<file path="src/rtl/mem_stage_pkg.sv">
// Shared constants, types and helpers for the handshaked memory-access stage.
package mem_stage_pkg;

  localparam logic [6:0] OP_LOAD  = 7'b0000011;
  localparam logic [6:0] OP_STORE = 7'b0100011;

  localparam logic [2:0] F3_B  = 3'b000;
  localparam logic [2:0] F3_H  = 3'b001;
  localparam logic [2:0] F3_W  = 3'b010;
  localparam logic [2:0] F3_D  = 3'b011;
  localparam logic [2:0] F3_BU = 3'b100;
  localparam logic [2:0] F3_HU = 3'b101;
  localparam logic [2:0] F3_WU = 3'b110;

  localparam logic [1:0] FLT_NONE    = 2'b00;
  localparam logic [1:0] FLT_MISAL   = 2'b01;
  localparam logic [1:0] FLT_TIMEOUT = 2'b10;
  localparam logic [1:0] FLT_ILLEGAL = 2'b11;

  typedef enum logic [1:0] {IDLE, ACCESS, HOLD} state_t;

  // Access size in bytes; the unsigned variants share the low two bits.
  function automatic logic [3:0] size_bytes(input logic [2:0] funct3);
    case (funct3[1:0])
      2'b00:   return 4'd1;
      2'b01:   return 4'd2;
      2'b10:   return 4'd4;
      default: return 4'd8;
    endcase
  endfunction

endpackage

</file>
<file path="src/rtl/mem_stage_hs_if.sv">
// Upstream, downstream and data-memory handshake signals of the memory stage.
interface mem_stage_hs_if #(
  parameter int XLEN = 32
);
  localparam int NB = XLEN / 8;

  logic            in_valid;
  logic            in_ready;
  logic [31:0]     ir_in;
  logic [XLEN-1:0] a_in;
  logic [XLEN-1:0] b_in;
  logic [XLEN-1:0] pc_in;

  logic            out_valid;
  logic            out_ready;
  logic [31:0]     ir_out;
  logic [XLEN-1:0] rd_out;
  logic [XLEN-1:0] a_out;
  logic [XLEN-1:0] pc_out;
  logic [1:0]      fault_out;

  logic            mem_req;
  logic            mem_we;
  logic [XLEN-1:0] mem_addr;
  logic [XLEN-1:0] mem_wdata;
  logic [NB-1:0]   mem_be;
  logic            mem_ack;
  logic [XLEN-1:0] mem_rdata;

  modport slave (
    input  in_valid, ir_in, a_in, b_in, pc_in, out_ready, mem_ack, mem_rdata,
    output in_ready, out_valid, ir_out, rd_out, a_out, pc_out, fault_out,
           mem_req, mem_we, mem_addr, mem_wdata, mem_be
  );

  modport master (
    output in_valid, ir_in, a_in, b_in, pc_in, out_ready, mem_ack, mem_rdata,
    input  in_ready, out_valid, ir_out, rd_out, a_out, pc_out, fault_out,
           mem_req, mem_we, mem_addr, mem_wdata, mem_be
  );

endinterface

</file>
<file path="src/rtl/mem_lane_align.sv">
// Combinational byte-lane steering: store enables/data, load extraction and
// sign/zero extension, plus legality and alignment checks.
module mem_lane_align
  import mem_stage_pkg::*;
#(
  parameter  int XLEN = 32,
  localparam int NB   = XLEN / 8,
  localparam int OW   = $clog2(NB)
) (
  input  logic [2:0]      funct3,
  input  logic            is_store,
  input  logic [OW-1:0]   off,
  input  logic [XLEN-1:0] sdata,
  input  logic [XLEN-1:0] rdata,
  output logic [NB-1:0]   be,
  output logic [XLEN-1:0] wdata,
  output logic [XLEN-1:0] ldata,
  output logic            misal,
  output logic            illegal
);

  logic [3:0]      sz;
  logic [3:0]      sz_m1;
  logic [6:0]      nbits;
  logic [NB-1:0]   mask;
  logic [XLEN-1:0] sh;
  logic            fill;

  assign sz    = size_bytes(funct3);
  assign sz_m1 = sz - 4'd1;
  assign nbits = {sz, 3'b000};

  always_comb begin
    illegal = 1'b1;
    if (is_store) begin
      case (funct3)
        F3_B, F3_H, F3_W: illegal = 1'b0;
        F3_D:             illegal = (XLEN != 64);
        default:          illegal = 1'b1;
      endcase
    end else begin
      case (funct3)
        F3_B, F3_H, F3_W, F3_BU, F3_HU: illegal = 1'b0;
        F3_D, F3_WU:                    illegal = (XLEN != 64);
        default:                        illegal = 1'b1;
      endcase
    end
  end

  // Any offset bit below log2(size) set means the access straddles its natural boundary.
  assign misal = ((4'(off) & sz_m1) != 4'd0);

  genvar gi;
  generate
    for (gi = 0; gi < NB; gi++) begin : g_mask
      assign mask[gi] = (4'(gi) < sz);
    end
  endgenerate

  assign be    = mask << off;
  assign wdata = sdata << {off, 3'b000};
  assign sh    = rdata >> {off, 3'b000};

  always_comb begin
    case (funct3[1:0])
      2'b00:   fill = sh[7];
      2'b01:   fill = sh[15];
      2'b10:   fill = sh[31];
      default: fill = sh[XLEN-1];
    endcase
    if (funct3[2]) fill = 1'b0;
  end

  generate
    for (gi = 0; gi < XLEN; gi++) begin : g_ext
      assign ldata[gi] = (7'(gi) < nbits) ? sh[gi] : fill;
    end
  endgenerate

endmodule

</file>
<file path="src/rtl/mem_stage_hs.sv">
// Pipeline memory-access stage with valid/ready flow control on both sides and a
// request/acknowledge data-memory port of arbitrary latency, with timeout.
module mem_stage_hs
  import mem_stage_pkg::*;
#(
  parameter int XLEN    = 32,
  parameter int TIMEOUT = 64
) (
  input  logic           clk,
  input  logic           rst,
  mem_stage_hs_if.slave  bus
);

  localparam int NB   = XLEN / 8;
  localparam int OW   = $clog2(NB);
  localparam int CW   = (TIMEOUT > 1) ? $clog2(TIMEOUT + 1) : 1;
  localparam int TMAX = (TIMEOUT > 0) ? TIMEOUT - 1 : 0;

  state_t          state_reg;
  logic [31:0]     ir_reg;
  logic [XLEN-1:0] a_reg;
  logic [XLEN-1:0] pc_reg;
  logic [XLEN-1:0] rd_reg;
  logic [1:0]      fault_reg;
  logic            out_valid_reg;
  logic            mem_req_reg;
  logic            mem_we_reg;
  logic [XLEN-1:0] mem_addr_reg;
  logic [XLEN-1:0] mem_wdata_reg;
  logic [NB-1:0]   mem_be_reg;
  logic [CW-1:0]   cnt_reg;

  logic            accept;
  logic            in_is_load;
  logic            in_is_store;
  logic            sel_acc;
  logic            timeout_hit;
  logic [2:0]      al_f3;
  logic            al_store;
  logic [OW-1:0]   al_off;
  logic [NB-1:0]   al_be;
  logic [XLEN-1:0] al_wdata;
  logic [XLEN-1:0] al_ldata;
  logic            al_misal;
  logic            al_illegal;

  assign bus.in_ready  = (state_reg == IDLE) | ((state_reg == HOLD) & bus.out_ready);
  assign accept        = bus.in_valid & bus.in_ready;
  assign in_is_load    = (bus.ir_in[6:0] == OP_LOAD);
  assign in_is_store   = (bus.ir_in[6:0] == OP_STORE);
  assign timeout_hit   = (TIMEOUT != 0) && (cnt_reg == CW'(TMAX));

  // One aligner serves both the accept decision and the load return path.
  assign sel_acc  = (state_reg == ACCESS);
  assign al_f3    = sel_acc ? ir_reg[14:12]  : bus.ir_in[14:12];
  assign al_store = sel_acc ? mem_we_reg     : in_is_store;
  assign al_off   = sel_acc ? a_reg[OW-1:0]  : bus.a_in[OW-1:0];

  mem_lane_align #(.XLEN(XLEN)) u_align (
    .funct3   (al_f3),
    .is_store (al_store),
    .off      (al_off),
    .sdata    (bus.b_in),
    .rdata    (bus.mem_rdata),
    .be       (al_be),
    .wdata    (al_wdata),
    .ldata    (al_ldata),
    .misal    (al_misal),
    .illegal  (al_illegal)
  );

  always_ff @(posedge clk or posedge rst) begin
    if (rst) begin
      state_reg     <= IDLE;
      ir_reg        <= '0;
      a_reg         <= '0;
      pc_reg        <= '0;
      rd_reg        <= '0;
      fault_reg     <= FLT_NONE;
      out_valid_reg <= 1'b0;
      mem_req_reg   <= 1'b0;
      mem_we_reg    <= 1'b0;
      mem_addr_reg  <= '0;
      mem_wdata_reg <= '0;
      mem_be_reg    <= '0;
      cnt_reg       <= '0;
    end else begin
      case (state_reg)
        ACCESS: begin
          if (bus.mem_ack) begin
            mem_req_reg   <= 1'b0;
            rd_reg        <= mem_we_reg ? '0 : al_ldata;
            fault_reg     <= FLT_NONE;
            out_valid_reg <= 1'b1;
            state_reg     <= HOLD;
          end else if (timeout_hit) begin
            mem_req_reg   <= 1'b0;
            rd_reg        <= '0;
            fault_reg     <= FLT_TIMEOUT;
            out_valid_reg <= 1'b1;
            state_reg     <= HOLD;
          end else begin
            cnt_reg <= cnt_reg + CW'(1);
          end
        end
        HOLD: begin
          if (bus.out_ready && !bus.in_valid) begin
            out_valid_reg <= 1'b0;
            state_reg     <= IDLE;
          end
        end
        default: ;
      endcase

      if (accept) begin
        ir_reg        <= bus.ir_in;
        a_reg         <= bus.a_in;
        pc_reg        <= bus.pc_in;
        rd_reg        <= '0;
        cnt_reg       <= '0;
        mem_we_reg    <= 1'b0;
        mem_addr_reg  <= '0;
        mem_wdata_reg <= '0;
        mem_be_reg    <= '0;
        mem_req_reg   <= 1'b0;
        out_valid_reg <= 1'b1;
        state_reg     <= HOLD;
        if ((in_is_load || in_is_store) && al_illegal) begin
          fault_reg <= FLT_ILLEGAL;
        end else if ((in_is_load || in_is_store) && al_misal) begin
          fault_reg <= FLT_MISAL;
        end else if (in_is_load || in_is_store) begin
          fault_reg     <= FLT_NONE;
          mem_req_reg   <= 1'b1;
          mem_we_reg    <= in_is_store;
          mem_addr_reg  <= {bus.a_in[XLEN-1:OW], OW'(0)};
          mem_wdata_reg <= in_is_store ? al_wdata : '0;
          mem_be_reg    <= al_be;
          out_valid_reg <= 1'b0;
          state_reg     <= ACCESS;
        end else begin
          fault_reg <= FLT_NONE;
        end
      end
    end
  end

  assign bus.out_valid = out_valid_reg;
  assign bus.ir_out    = ir_reg;
  assign bus.rd_out    = rd_reg;
  assign bus.a_out     = a_reg;
  assign bus.pc_out    = pc_reg;
  assign bus.fault_out = fault_reg;
  assign bus.mem_req   = mem_req_reg;
  assign bus.mem_we    = mem_we_reg;
  assign bus.mem_addr  = mem_addr_reg;
  assign bus.mem_wdata = mem_wdata_reg;
  assign bus.mem_be    = mem_be_reg;

endmodule
</file>
<file path="src/flat_wrapper.sv">
// flat-port wrapper written by rule: the top's interface ports become plain ports
module mem_stage_hs_flat import mem_stage_pkg::*;
#(
  parameter int XLEN    = 32,
  parameter int TIMEOUT = 64
)
  (clk, rst, bus_in_valid, bus_ir_in, bus_a_in, bus_b_in, bus_pc_in, bus_out_ready, bus_mem_ack, bus_mem_rdata, bus_in_ready, bus_out_valid, bus_ir_out, bus_rd_out, bus_a_out, bus_pc_out, bus_fault_out, bus_mem_req, bus_mem_we, bus_mem_addr, bus_mem_wdata, bus_mem_be);
  mem_stage_hs_if #(.XLEN(XLEN)) bus_i ();
  input  logic clk;
  input  logic rst;
  input wire logic [$bits(bus_i.in_valid)-1:0] bus_in_valid;
  input wire logic [$bits(bus_i.ir_in)-1:0] bus_ir_in;
  input wire logic [$bits(bus_i.a_in)-1:0] bus_a_in;
  input wire logic [$bits(bus_i.b_in)-1:0] bus_b_in;
  input wire logic [$bits(bus_i.pc_in)-1:0] bus_pc_in;
  input wire logic [$bits(bus_i.out_ready)-1:0] bus_out_ready;
  input wire logic [$bits(bus_i.mem_ack)-1:0] bus_mem_ack;
  input wire logic [$bits(bus_i.mem_rdata)-1:0] bus_mem_rdata;
  output wire logic [$bits(bus_i.in_ready)-1:0] bus_in_ready;
  output wire logic [$bits(bus_i.out_valid)-1:0] bus_out_valid;
  output wire logic [$bits(bus_i.ir_out)-1:0] bus_ir_out;
  output wire logic [$bits(bus_i.rd_out)-1:0] bus_rd_out;
  output wire logic [$bits(bus_i.a_out)-1:0] bus_a_out;
  output wire logic [$bits(bus_i.pc_out)-1:0] bus_pc_out;
  output wire logic [$bits(bus_i.fault_out)-1:0] bus_fault_out;
  output wire logic [$bits(bus_i.mem_req)-1:0] bus_mem_req;
  output wire logic [$bits(bus_i.mem_we)-1:0] bus_mem_we;
  output wire logic [$bits(bus_i.mem_addr)-1:0] bus_mem_addr;
  output wire logic [$bits(bus_i.mem_wdata)-1:0] bus_mem_wdata;
  output wire logic [$bits(bus_i.mem_be)-1:0] bus_mem_be;
  assign bus_i.in_valid = bus_in_valid;
  assign bus_i.ir_in = bus_ir_in;
  assign bus_i.a_in = bus_a_in;
  assign bus_i.b_in = bus_b_in;
  assign bus_i.pc_in = bus_pc_in;
  assign bus_i.out_ready = bus_out_ready;
  assign bus_i.mem_ack = bus_mem_ack;
  assign bus_i.mem_rdata = bus_mem_rdata;
  assign bus_in_ready = bus_i.in_ready;
  assign bus_out_valid = bus_i.out_valid;
  assign bus_ir_out = bus_i.ir_out;
  assign bus_rd_out = bus_i.rd_out;
  assign bus_a_out = bus_i.a_out;
  assign bus_pc_out = bus_i.pc_out;
  assign bus_fault_out = bus_i.fault_out;
  assign bus_mem_req = bus_i.mem_req;
  assign bus_mem_we = bus_i.mem_we;
  assign bus_mem_addr = bus_i.mem_addr;
  assign bus_mem_wdata = bus_i.mem_wdata;
  assign bus_mem_be = bus_i.mem_be;
  mem_stage_hs #(.XLEN(XLEN), .TIMEOUT(TIMEOUT)) u_core (.clk(clk), .rst(rst), .bus(bus_i));
endmodule
</file>
<file path="config.mk">
export PLATFORM = sky130hd
export DESIGN_NAME = mem_stage_hs_flat
export DESIGN_NICKNAME = d
export VERILOG_FILES = /design/src/rtl/mem_stage_pkg.sv /design/src/rtl/mem_stage_hs_if.sv /design/src/rtl/mem_lane_align.sv /design/src/rtl/mem_stage_hs.sv /design/src/flat_wrapper.sv
export SDC_FILE = /design/constraint.sdc
export NUM_CORES = 1
export LEC_CHECK = 0
export CORE_MARGIN = 2
export CORE_UTILIZATION = 47
export DETAILED_ROUTE_END_ITERATION = 7
export PLACE_DENSITY = 0.86
export RECOVER_POWER = 100
export SLEW_MARGIN = 0
export SYNTH_ARGS = -nofsm -noshare
export SYNTH_HDL_FRONTEND = slang
export SYNTH_SLANG_ARGS = --single-unit
</file>
<file path="constraint.sdc">
create_clock -name clk -period 14.7 [get_ports clk]
set_input_delay 2.205 -clock clk [delete_from_list [all_inputs] [get_ports clk]]
set_output_delay 2.205 -clock clk [all_outputs]
set_load 0.03 [all_outputs]
</file>
==> out/results.env <==
RUN_STATUS='finished, violations left'
FAILED_CHECKS='max-capacitance violations, max-slew violations'
SETUP_VIOLATIONS=0
GP_CONGESTION=0.885
HOLD_BUFFER_COUNT_AT_CTS=0
SYNTH_XOR_XNOR_AREA_SHARE_PCT=0.485
CP.ARRIVAL_PS=9340
SYNTH_SEQ_AREA_SHARE_PCT=57.3
CRITICAL-PATH-TOP-DELAY-FAMILY='buffers and inverters'
LAYOUT.FILLER_CELLS=1356
CTS.PATH.MAX_BUFFERS=3
DRTPASS1ITERATIONS=5
CLK_TRANSITION_REPORTED_PATHS_PS=60
SYNTHCELLS=898
DETAIL-ROUTE-ANTENNA-NETS=0
ROWS=50
SETUP_TOTAL_NEGATIVE_SLACK_PS=0
NETLIST_AREA_MM2=0.00903
SYNTH_TOP_FLOP_CELL='sky130_fd_sc_hd__dfrtp_1'
WORSTSETUPENDPOINTTYPE='flop'
CAP_VIOL_MAX_COUNT=8
DRIVE_ABOVE_1_SHARE_PCT=4.23
SYNTHESIS.AREA_PER_INSTANCE_UM2=10.1
FIN_WORST_SKEW_PS=13.8
VIAS=8182
ROUTE.DETAILED.VIAS_PER_INST=5.50
CRITICAL_PATH_REQUIRED_PS=15100
DRT_FIRST_ITER_VIOLATIONS=559
TIMING.FINAL.MAX_SLEW_VIOLATIONS=544
CTS_NUM_SINKS=207
DIE_HEIGHT_UM=143
MOSTFREQUENTLAYOUTCELLS='sky130_fd_sc_hd__nand2_1, sky130_fd_sc_hd__dfrtp_1, sky130_fd_sc_hd__dlygate4sd3_1'
TIMING.FMAX_GHz=0.112
ASYNC_SET_RESET_FLOP_SHARE_OUT_OF_SYNTHESIS_PCT=100
SHARE_OF_SYNTHESIZED_CELL_AREA_IN_AND_OR_NAND_AND_NOR_GATES_PCT=18.3
CTS_SETUP_BUFFERS=0
GRTUSAGEMET3_PCT=7.34
YOSYS-MUX-AREA-FRACTION_PCT=5.67
YS_FF_LATCH=207
WORSTHOLDPATHTYPE='flop to flop'
MOSTFREQUENTLAYOUTCELL='sky130_fd_sc_hd__nand2_1'
SYNTHESIS.YOSYS.WARNINGS=0
GRT_PASS1_VIAS=8303
TIMING.CRITICAL_PATH.SLOWEST_CELL_DELAY_PS=2550
SYNTH_TOP_FAMILY_BY_AREA='simple AND/OR/NAND/NOR gates'
STARTPOINT_TYPES='input port'
FINAL_CRITICAL_PATH_SHARE_OF_THE_CLOCK_PERIOD_PCT=60.8
POSTLAYOUTCELLAREA_MM2=0.0135
CTS_ROOT_BUFFER='sky130_fd_sc_hd__clkbuf_16'
CRIT_PATH_CELL_TRACE='dlygate4sd3_1, mux2i_4, clkbuf_1, o21ai_0, a221oi_4, clkbuf_1, nand3_1, o21ai_0'
HPWLAFTERDP_MM=20.5
GRT_SETUP_UNREPAIRED='false'
GRT_ANTENNA_BEFORE_REPAIR=1
TIMING.CRITICAL_PATH.FANOUT_MAX=61
SLEW-LIMIT-HEADROOM_PCT=-274
POSTROUTEWIRELENGTH_MM=28.8
MAXIMUM_NUMBER_OF_PINS_ON_ONE_NET_BEFORE_GLOBAL_ROUTE_REPAIR=128
TOP_USAGE_LAYER='met2'
GRT.MET2_USAGE_PCT=46.4
PEAKVDDDROP_uV=140
PWR_DENSITY_CELL_mW_PER_MM2=165
INITIAL_UTILIZATION_PCT=48.1
FINAL-HOLD-VIOLATION-COUNT=0
CTS.HTREE.LEVELS=1
IO_PINS=367
SYNTH_COMPOUND_AREA_SHARE_PCT=13.9
NUM-NETS-FINAL=1408
DETAIL_ROUTE.WL_PER_CELL_UM=19.3
POST-ROUTE-MIN-PERIOD_PS=8940
FP.DIEW_UM=143
DRC=0
R2R_CELLS=9
GRT_FIRST_PASS_WIRELENGTH_MM=44.8
POWER.LEAKAGE_nW=6.71
GRT_USE_TOTAL_PCT=27.9
COUNT_OF_FLIP_FLOPS_WITH_A_BUILT_IN_ENABLE_AFTER_SYNTHESIS=0
IO_BUFFER_COUNT=364
CRIT_TYPE='input port to flop'
CTS_MADE_BUFFERS=23
CORE-AREA_MM2=0.0188
SYNTH-ADDER-AREA-SHARE_PCT=0.693
CP_SLOWEST_CELL='sky130_fd_sc_hd__clkbuf_1'
DIE_OUTLINE_AREA_MM2=0.0203
LAYOUT-AREA-OVERHEAD-VS-SYNTH_PCT=49.2
DPL-INSTANCE-AREA_MM2=0.0128
HOLD-PATH-CELL-COUNT=2
NETLIST-CELL-TYPE-COUNT=53
CRIT_CELLS=8
CRITICAL_PATH.N_BUFFERS_INVERTERS=3
WORST_SKEW_PAIR.LATE_LATENCY_PS=510
GRT_USE_MET1_PCT=34.3
WORSTMARGINPINSLEW_PS=5570
CLOCK_TREE_FROM_TRITONCTS='yes'
CTS_RESIZED=0
GRT_OVF=0
## final timing paths
check                                                  start                                   end  slack, ps
hold / removal             u_core.bus.pc_out[22]$_DFFE_PP0P_     u_core.bus.pc_out[22]$_DFFE_PP0P_        470
hold reg to reg            u_core.bus.pc_out[22]$_DFFE_PP0P_     u_core.bus.pc_out[22]$_DFFE_PP0P_        470
setup / recovery                                 bus_a_in[0]  u_core.bus.mem_wdata[14]$_DFFE_PP0P_       5760
setup reg to reg             u_core.state_reg[1]$_DFFE_PP0P_  u_core.bus.mem_wdata[14]$_DFFE_PP0P_       6680
min in group asynchronous                                rst     u_core.bus.pc_out[18]$_DFFE_PP0P_       3870
max in group asynchronous                                rst     u_core.bus.pc_out[10]$_DFFE_PP0P_       8100
## cell usage after synthesis, types with 2 or more instances
master,n,area share [%]
sky130_fd_sc_hd__a21o_1,3,0.25
sky130_fd_sc_hd__nor3_1,6,0.33
sky130_fd_sc_hd__xnor2_1,4,0.39
sky130_fd_sc_hd__buf_4,8,0.66
sky130_fd_sc_hd__buf_2,6,0.33
sky130_fd_sc_hd__nor2_1,19,0.79
sky130_fd_sc_hd__and2_1,5,0.35
sky130_fd_sc_hd__nor2b_1,10,0.69
sky130_fd_sc_hd__a32o_1,8,0.89
sky130_fd_sc_hd__buf_6,4,0.50
sky130_fd_sc_hd__nand2_1,343,14
sky130_fd_sc_hd__a211oi_1,8,0.66
sky130_fd_sc_hd__a21oi_1,22,1.2
sky130_fd_sc_hd__o21ai_0,7,0.39
sky130_fd_sc_hd__clkbuf_1,32,1.3
sky130_fd_sc_hd__a221o_1,9,1.0
sky130_fd_sc_hd__nand3_1,12,0.66
sky130_fd_sc_hd__dfrtp_1,207,57
sky130_fd_sc_hd__mux2_2,3,0.37
sky130_fd_sc_hd__o21ai_1,17,0.94
sky130_fd_sc_hd__buf_1,6,0.25
sky130_fd_sc_hd__a22o_1,57,5.5
sky130_fd_sc_hd__o211ai_1,15,1.2
sky130_fd_sc_hd__inv_1,11,0.46
sky130_fd_sc_hd__ha_1,5,0.69
sky130_fd_sc_hd__a211o_1,2,0.19
sky130_fd_sc_hd__mux2i_1,40,4.4
sky130_fd_sc_hd__mux2i_2,4,0.61
## area by class of cell
class	instances	area [µm²]	share of cell area [%]
antenna	1	2.50	0.0186
clock buffer	33	663	4.92
clock inverter	7	88.8	0.659
inverter	11	42.5	0.316
multi-input combinational	625	3540	26.2
sequential	207	5180	38.4
tap	234	293	2.17
timing repair buffer	370	3670	27.2
## metal layers
metal  vias to the layer above  part of all wire, %
met3                        78                  8.8
met4                         0                  4.7
met5                         -                    0
met1                      3956                   39
li1                       3742                    -
met2                       406                   48
## logic make-up (layout without fill, tap and decap cells)
kind of cell | after synthesis | in the layout
adder cells (fa/ha/maj) | 5 | 5
AO/OA/AOI/OAI | 161 | 161
other | 1 | 3
XOR/XNOR | 5 | 5
AND/OR/NAND/NOR | 404 | 404
buffers and inverters | 67 | 421
multiplexers | 48 | 48
flip-flops | 207 | 207
## stage by stage
step | worst slack [ps] | hold WS (ps) | utilization (%) | power (mW) | std cells
3_5_place_dp | 8870 | 461 | 68.0 | 1.71 | 1447
3_3_place_gp | 8860 | 456 | 68.0 | 1.68 | 1447
5_1_grt | 5300 | 485 | 71.8 | 2.33 | 1488
2_1_floorplan | 6840 | 511 | - | 1.29 | 899
6_report | 5760 | 467 | 71.8 | 2.22 | 1488
4_1_cts | 8860 | 476 | 72.0 | 2.28 | 1487
## worst reg2reg max path, delay by kind of cell (launching register included)
family	cells	cell delay [ps]
mux	1	350
simple gates	1	690
compound gates	3	1640
flops	1	410
buf+inv	3	4160
fa+ha+maj	1	660
## power by group
part	switching, mW	internal, mW	leakage, nW
Sequential	0.0786	0.705	2.73
Clock	0.228	0.347	0.374
Combinational	0.558	0.306	3.61
Total	0.865	1.36	6.71
(Power assumes the default switching activity.)
